### config.mk
export PLATFORM = sky130hd
export DESIGN_NAME = actor_scheduler
export DESIGN_NICKNAME = d
export VERILOG_FILES = /design/src/rtl/actor_scheduler.sv
export SDC_FILE = /design/constraint.sdc
export NUM_CORES = 1
export LEC_CHECK = 0
export CAP_MARGIN = 10
export CORE_UTILIZATION = 46
export DETAILED_ROUTE_END_ITERATION = 8
export GPL_TIMING_DRIVEN = 1
export PLACE_DENSITY = 0.77
export SYNTH_ARGS = -nofsm -noshare
export SYNTH_HDL_FRONTEND = slang
export SYNTH_SLANG_ARGS = --single-unit
### constraint.sdc
create_clock -name clk -period 7.3 [get_ports clk]
set_input_delay 1.46 -clock clk [delete_from_list [all_inputs] [get_ports clk]]
set_output_delay 1.46 -clock clk [all_outputs]
set_load 0.02 [all_outputs]
### src/rtl/actor_scheduler.sv
// actor_scheduler
//   Frame-synchronous scheduler for N_ACTORS game actors. A start pulse
//   snapshots every actor's position, sprite and enable flag. Enabled actors
//   are then streamed one at a time to the sprite renderer over a valid/ready
//   handshake. All N_ACTORS slots are visited once per frame, in ascending
//   wrapped order beginning at the base index. With ROTATE=1 the base index
//   advances after every completed frame, so overdraw/flicker is shared
//   fairly between actors.
//
// Ports
//   clk           system clock
//   reset         asynchronous, active-high reset
//   start         one-cycle frame-start pulse, accepted only when idle
//   positions     flat bus, actor i at [i*POS_W +: POS_W]
//   sprites       flat bus, actor i at [i*SPR_W +: SPR_W]
//   enables       per-actor visible flag
//   out_valid     position_out/sprite_out/actor_id hold a valid actor
//   out_ready     renderer accepts the current actor
//   position_out  selected actor position
//   sprite_out    selected actor sprite
//   actor_id      index of the selected actor
//   busy          high while scanning or presenting an actor
//   done          one-cycle pulse when the frame list is exhausted
module actor_scheduler #(
  parameter int N_ACTORS = 8,
  parameter int POS_W    = 12,
  parameter int SPR_W    = 8,
  parameter int ID_W     = 4,
  parameter int ROTATE   = 0
) (
  input  logic                      clk,
  input  logic                      reset,
  input  logic                      start,
  input  logic [N_ACTORS*POS_W-1:0] positions,
  input  logic [N_ACTORS*SPR_W-1:0] sprites,
  input  logic [N_ACTORS-1:0]       enables,
  output logic                      out_valid,
  input  logic                      out_ready,
  output logic [POS_W-1:0]          position_out,
  output logic [SPR_W-1:0]          sprite_out,
  output logic [ID_W-1:0]           actor_id,
  output logic                      busy,
  output logic                      done
);

  typedef enum logic [1:0] {
    ST_IDLE = 2'd0,
    ST_SCAN = 2'd1,
    ST_OUT  = 2'd2,
    ST_DONE = 2'd3
  } state_t;

  localparam logic [ID_W-1:0] LAST_IDX = ID_W'(N_ACTORS - 1);

  // Wrapping advance of an actor index: N_ACTORS-1 -> 0.
  function automatic logic [ID_W-1:0] next_idx(input logic [ID_W-1:0] i);
    logic [ID_W-1:0] r;
    if (i == LAST_IDX) begin
      r = ID_W'(0);
    end else begin
      r = i + ID_W'(1);
    end
    return r;
  endfunction

  state_t            state_r;
  logic [POS_W-1:0]  snap_pos_r [N_ACTORS];
  logic [SPR_W-1:0]  snap_spr_r [N_ACTORS];
  logic [N_ACTORS-1:0] snap_en_r;
  logic [ID_W-1:0]   idx_r;
  logic [ID_W-1:0]   cnt_r;
  logic [ID_W-1:0]   base_r;

  logic [POS_W-1:0]  sel_pos_s;
  logic [SPR_W-1:0]  sel_spr_s;
  logic              sel_en_s;
  logic              last_s;
  logic [ID_W-1:0]   idx_nxt_s;

  // AND-OR mux of the snapshot entry addressed by idx_r.
  always_comb begin
    sel_pos_s = {POS_W{1'b0}};
    sel_spr_s = {SPR_W{1'b0}};
    sel_en_s  = 1'b0;
    for (int i = 0; i < N_ACTORS; i++) begin
      sel_pos_s = sel_pos_s | ({POS_W{idx_r == ID_W'(i)}} & snap_pos_r[i]);
      sel_spr_s = sel_spr_s | ({SPR_W{idx_r == ID_W'(i)}} & snap_spr_r[i]);
      sel_en_s  = sel_en_s  | ((idx_r == ID_W'(i)) & snap_en_r[i]);
    end
    last_s    = (cnt_r == LAST_IDX);
    idx_nxt_s = next_idx(idx_r);
  end

  // Scheduler FSM with snapshot capture and registered outputs.
  always_ff @(posedge clk or posedge reset) begin
    if (reset) begin
      state_r      <= ST_IDLE;
      idx_r        <= {ID_W{1'b0}};
      cnt_r        <= {ID_W{1'b0}};
      base_r       <= {ID_W{1'b0}};
      snap_en_r    <= {N_ACTORS{1'b0}};
      for (int i = 0; i < N_ACTORS; i++) begin
        snap_pos_r[i] <= {POS_W{1'b0}};
        snap_spr_r[i] <= {SPR_W{1'b0}};
      end
      out_valid    <= 1'b0;
      position_out <= {POS_W{1'b0}};
      sprite_out   <= {SPR_W{1'b0}};
      actor_id     <= {ID_W{1'b0}};
      busy         <= 1'b0;
      done         <= 1'b0;
    end else begin
      case (state_r)
        ST_IDLE: begin
          done <= 1'b0;
          if (start) begin
            for (int i = 0; i < N_ACTORS; i++) begin
              snap_pos_r[i] <= positions[i*POS_W +: POS_W];
              snap_spr_r[i] <= sprites[i*SPR_W +: SPR_W];
            end
            snap_en_r <= enables;
            idx_r     <= base_r;
            cnt_r     <= {ID_W{1'b0}};
            busy      <= 1'b1;
            state_r   <= ST_SCAN;
          end
        end
        ST_SCAN: begin
          if (sel_en_s) begin
            position_out <= sel_pos_s;
            sprite_out   <= sel_spr_s;
            actor_id     <= idx_r;
            out_valid    <= 1'b1;
            state_r      <= ST_OUT;
          end else if (last_s) begin
            busy    <= 1'b0;
            state_r <= ST_DONE;
          end else begin
            idx_r <= idx_nxt_s;
            cnt_r <= cnt_r + ID_W'(1);
          end
        end
        ST_OUT: begin
          // Data stays frozen until the renderer takes it.
          if (out_ready) begin
            out_valid <= 1'b0;
            if (last_s) begin
              busy    <= 1'b0;
              state_r <= ST_DONE;
            end else begin
              idx_r   <= idx_nxt_s;
              cnt_r   <= cnt_r + ID_W'(1);
              state_r <= ST_SCAN;
            end
          end
        end
        ST_DONE: begin
          // start is deliberately not looked at here.
          done    <= 1'b1;
          state_r <= ST_IDLE;
          if (ROTATE != 0) begin
            base_r <= next_idx(base_r);
          end
        end
        default: begin
          state_r   <= ST_IDLE;
          out_valid <= 1'b0;
          busy      <= 1'b0;
          done      <= 1'b0;
        end
      endcase
    end
  end

endmodule
==> results.yml, run 1 <==
power_and_ir_drop:
  power_switching_mw: 1.68
  pwr-share-seq: 0.406
  power.share.combinational: 0.379
  clock_power_share: 0.215
  swShare: 0.330
  internal_power_mw: 3.41
  leakagePower_nw: 4.87
  irDropWorstVdd_mv: 0.184
  powerDensity_nw_per_um2: 435
final_layout:
  area_delta_synth_final_pct: 32.4
  num_antenna_cells: 0
  nFillCells: 1394
  nets: 999
  drive_gt1_frac: 0.276
worst_setup_path:
  reg2regPathDepth: 5
  worstReg2RegStart: "state_r[1]"
  end_kind: "flip-flop"
  crit_fanout: 73
  cp.arrival_ps: 4020
  critPathLaunchType: "input pin"
  r2r_slack_ps: 4250
  timing.rr.end: "snap_spr_r[32]"
  required_ps: 7660
  critPathKind: "input pin to flip-flop"
synth:
  yosysSeqAreaShare: 0.580
  syn_inst: 627
  ys_top_cells_by_area: "dfrtp_1 (58%), mux2_2 (22%), a221oi_1 (4.1%)"
  synth_top_area_frac: 0.580
  yosys-top-cells-count: "dfrtp_1 (205), mux2_2 (169), a221oi_1 (41)"
  postSynthAreaPerCell_um2: 14.1
  synth_area_um2: 8840
  ys_warn_count: 4
  ys_seq_elements: 205
  ys_types: 48
  synth-async-reset-ratio: 1.00
  syn_nets: 808
  synth_top_area_cell: "dfrtp_1"
  synth_ff_type: "dfrtp_1"
  synth_edf_count: 0
  synth.most_common_cell: "dfrtp_1"
hold_path:
  hold_path_class: "flip-flop to flip-flop"
  hold_path_startpoint: "actor_id[2]"
  whs_path_depth: 1
  min_to: "actor_id[2]"
routing:
  drtPass1Iterations: 4
  drc: 0
  num_vias: 6100
  drtIter0Drc: 246
  top_layer_used: "met4"
  ant_nets: 0
  met1_length_um: 9300
  wl_um: 23000
  wl_per_cell_um: 21.6
  route.met3.wl_um: 1510
  routed_via_density: 5.73
  dr_wl_met2_um: 11300
global_route:
  gr-total-overflow: 0
  first_global_vias: 6664
  antenna_found_initial: 0
  grt_max_degree: 131
  grt_pass1_wl_um: 35800
  grt_usage: 0.235
place:
  portBuffers: 198
  place.gp.congestion: 0.753
  place_ws_ps: 3190
  hpwl_um: 15400
run_status:
  outcome: "finished, final reports clean"
sta:
  tightest_slew_ps: 1290
  setup_tns_ps: 0
  fmax_ghz: 0.273
  slew-limit-headroom: 0.139
  post-route-period-util: 0.501
  grt_setup_unrepaired: "false"
  drv_slew: 0
  fin_ws_ps: 3640
  finClkSkew_ps: 25.4
  setup_viol: 0
  fin_crit_ps: 3660
  timing_hold_violations_final: 0
clock_network:
  clock_path_buffers: 3
  cts_max_level: 1
  clkTransAtPathRegs_ps: 60
  cts_hold_buf: 0
  cts-root-buf: "clkbuf_16"
  cts.repair.resized: 0
  cts_tree: "built"
  clock_sinks: 205
  cts-buffers-inserted: 23
  post_cts_buffers: 0
  worstSkewPairLatency_ps: 500
floorplanning:
  core_um2: 18800
  die_x_um: 141
  initial_core_util: 0.471
  row_count: 50
  top_level_ports: 199
  die_h_um: 141
  die_area_um2: 19800
run:
  drv_cap: 0
==> cell families (layout without fill, tap and decap cells) <==
kind of cell / after synthesis / count (layout) / synth area share
AO/OA/AOI/OAI: 127 / 127 / 0.121
multiplexers: 171 / 171 / 0.219
XOR/XNOR: 1 / 1 / 0.000991
buffers and inverters: 49 / 252 / 0.0274
AND/OR/NAND/NOR: 65 / 65 / 0.0392
flip-flops: 205 / 205 / 0.580
adder cells (fa/ha/maj): 9 / 9 / 0.0127
==> flip-flops by register name, summed over array words and instances (netlist names) <==
register	cells
snap_spr_r	64
position_out	12
actor_id	4
snap_en_r	8
snap_pos_r	96
sprite_out	8
done	1
busy	1
state_r	2
cnt_r	4
idx_r	4
out_valid	1
==> worst max-delay path: stages <==
cell,delay [ps]
clkdlybuf4s50_1,460
nand2_4,700
buf_4,860
mux2_2,430
==> layout by cell type (no fill, tap or decap), types with 3 or more instances in the layout <==
cell type | synthesis | routed
a31oi_1 | 22 | 22
clkbuf_16 | 0 | 23
clkbuf_8 | 0 | 9
dfrtp_1 | 205 | 205
nand2_1 | 8 | 7
inv_1 | 7 | 6
a22o_1 | 40 | 40
ha_1 | 9 | 9
buf_4 | 2 | 9
mux2_2 | 169 | 169
nand2b_1 | 4 | 4
nand3_1 | 8 | 8
clkdlybuf4s50_1 | 0 | 198
o21ai_0 | 3 | 3
nor2_1 | 23 | 23
a22oi_2 | 4 | 4
and2_1 | 5 | 5
clkbuf_1 | 8 | 4
a221oi_1 | 41 | 41
and3_1 | 5 | 5
==> through the flow <==
step                      total power [mW]  cell area [µm²]  cells  utilization  hold WS [ps]
after floorplan                       3.39             8840    627            -           479
after global placement                3.87            11000   1027        0.585           469
after detailed placement              4.01            11000   1027        0.585           480
after CTS                             5.13            11700   1064        0.624           494
after global routing                  5.38            11700   1064        0.624           504
final                                 5.09            11700   1064        0.624           485
==> power groups by stage <==
stage	clock [mW]	combinational, mW	sequential (mW)
after global placement	0	1.85	2.02
after CTS	1.12	1.95	2.06
final	1.10	1.93	2.07
after global routing	1.17	2.09	2.13
after floorplan	0	1.34	2.04
after detailed placement	0	1.94	2.07
==> layout make-up <==
type                       instances  area, µm²  share of cell area
multi-input combinational        373       3480               0.297
inverter                           8       37.5             0.00321
sequential                       205       5130               0.438
clock buffer                      36        714              0.0610
clock inverter                     1       5.00            0.000427
tap                              234        293              0.0250
timing repair buffer             207       2050               0.175
==> how the worst max path moves through the flow <==
stage          start             end  slack [ps]  depth (start not counted)
6_report       start  snap_spr_r[32]        3640                          4
5_1_grt        start    snap_en_r[6]        3540                          4
4_1_cts        start  snap_spr_r[32]        3690                          4
3_5_place_dp   start  snap_spr_r[54]        3190                          4
3_3_place_gp   start    snap_en_r[5]        3270                          4
2_1_floorplan  reset     actor_id[0]         240                          1
==> metal layers <==
layer  GRT usage  vias to the layer above
li1            -                     2742
met1       0.291                     3080
met2       0.398                      217
met3      0.0510                       61
met4      0.0984                        0
met5           0                        -
No activity file was read; power rests on OpenSTA's default activity.
==> run 2: changes to the inputs <==
Clock period 7.3 ns to 3.3 ns, I/O delays scaled along.
==> run 2 against run 1 <==
Critical path depth increased by 4. Cell count increased by 1.2%. Die area unchanged. Via count increased by 1.1%. Critical path type is now flip-flop to flip-flop.
==> results.yml, run 2 (synthesized netlist as in run 1, its figures left out) <==
run_status:
  outcome: "finished, final reports clean"
floorplanning:
  die_x_um: 141
  die_h_um: 141
  row_count: 50
  top_level_ports: 199
  initial_core_util: 0.471
  die_area_um2: 19800
  core_um2: 18800
clock_network:
  cts-root-buf: "clkbuf_16"
  cts_tree: "built"
  post_cts_buffers: 0
  cts-buffers-inserted: 23
  worstSkewPairLatency_ps: 510
  cts_max_level: 1
  cts_hold_buf: 0
  clkTransAtPathRegs_ps: 60
  clock_path_buffers: 3
  clock_sinks: 205
  cts.repair.resized: 0
place:
  portBuffers: 198
  place.gp.congestion: 0.834
  hpwl_um: 15600
sta:
  post-route-period-util: 0.772
  setup_tns_ps: 0
  slew-limit-headroom: 0.304
  fin_crit_ps: 2550
  tightest_slew_ps: 1040
  finClkSkew_ps: 12.1
  grt_setup_unrepaired: "false"
  fmax_ghz: 0.393
  drv_slew: 0
  timing_hold_violations_final: 0
  setup_viol: 0
final_layout:
  top_register: "snap_pos_r"
  top_regs: "snap_pos_r x96, snap_spr_r x64, position_out x12"
  final_cell_mix: "dfrtp_1 (205), clkdlybuf4s50_1 (198), mux2_2 (169), a221oi_1 (41), a22o_1 (40)"
  area_delta_synth_final_pct: 33.7
  post-route-util: 0.630
  layout_commonest_cell: "dfrtp_1"
  nFillCells: 1403
  nets: 1007
  largest_reg_flops: 96
  drive_gt1_frac: 0.284
run:
  drv_cap: 0
power_and_ir_drop:
  swShare: 0.332
  irDropWorstVdd_mv: 0.498
  pwr-share-seq: 0.402
  power_switching_mw: 3.77
  powerDensity_nw_per_um2: 961
  leakagePower_nw: 4.93
  internal_power_mw: 7.60
  clock_power_share: 0.218
  power.share.combinational: 0.381
global_route:
  grt_usage: 0.234
  antenna_found_initial: 1
  grt_max_degree: 106
  gr-total-overflow: 0
  first_global_vias: 6599
  grt_pass1_wl_um: 35900
routing:
  wl_per_cell_um: 21.2
  drtPass1Iterations: 5
  ant_nets: 0
  wl_um: 22800
  drtIter0Drc: 307
  num_vias: 6165
  drc: 0
  routed_via_density: 5.72
worst_setup_path:
  critPathKind: "flip-flop to flip-flop"
  cp.arrival_ps: 2970
  required_ps: 3720
  critPathLaunchType: "flip-flop"
  crit_fanout: 29
  end_kind: "flip-flop"
  reg2regPathDepth: 8
hold_path:
  hold_path_class: "input pin to asynchronous set/reset pin"
==> run 2: changes by cell type in the layout (fill, tap and decap cells not counted), moves of 2 or more <==
cell,change
clkbuf_8,-4
buf_4,+4
clkinv_2,+4
buf_12,+4
clkbuf_1,+2
==> run 2: power by group through the flow <==
stage          Combinational (mW)  Sequential [mW]  Clock (mW)
2_1_floorplan                2.97             4.52           0
3_3_place_gp                 4.15             4.49           0
3_5_place_dp                 4.33             4.59           0
4_1_cts                      4.35             4.55        2.52
5_1_grt                      4.68             4.70        2.63
6_report                     4.33             4.57        2.48
==> run 2: area by class of cell <==
class,count,area [µm²],area share
Sequential cell,205,5130,0.434
Clock buffer,34,667,0.0564
Multi-Input combinational cell,373,3480,0.294
Timing Repair Buffer,215,2160,0.183
Clock inverter,7,63.8,0.00540
Tap cell,234,293,0.0248
Inverter,8,33.8,0.00286
Antenna cell,1,2.50,0.000212
==> run 2: worst max-delay path: stages, from the launching register on <==
cell and delay, ps:
dfrtp_1 450, inv_1 130, ha_1 280, a22oi_2 130
a21oi_2 250, a31o_2 620, buf_4 360, nor2_1 80
a31oi_1 150
==> run 2: path summary, 6_finish.rpt <==
| check | from | end | slack (ps) |
|---|---|---|---|
| worst max-delay path | idx_r[0] | position_out[11] | 750 |
| worst min-delay path | reset | snap_pos_r[12] | 410 |
| worst max register to register | idx_r[0] | position_out[11] | 750 |
| worst min register to register | actor_id[3] | actor_id[3] | 500 |
| max in group asynchronous | reset | snap_spr_r[35] | 2130 |
| min in group clk | actor_id[3] | actor_id[3] | 500 |
==> run 2: per-layer routing <==
metal / vias to the layer above / global-route usage / wire [µm] / part of all wire
met2: 188 / 0.413 / 11600 / 0.51
met4: 0 / 0.0784 / 616 / 0.027
met3: 46 / 0.0377 / 1090 / 0.048
li1: 2766 / - / - / -
met1: 3165 / 0.292 / 9490 / 0.42
met5: - / 0 / 0 / 0
==> run 2: through the flow <==
stage	worst slack (ps)	instance area, µm²	hold slack [ps]	std cells	power (mW)
after floorplan	-18.3	8850	479	627	7.49
after global placement	851	11100	467	1035	8.64
after detailed placement	781	11100	488	1035	8.92
after CTS	769	11800	395	1076	11.4
after global routing	573	11800	398	1076	12.0
final	754	11800	406	1077	11.4
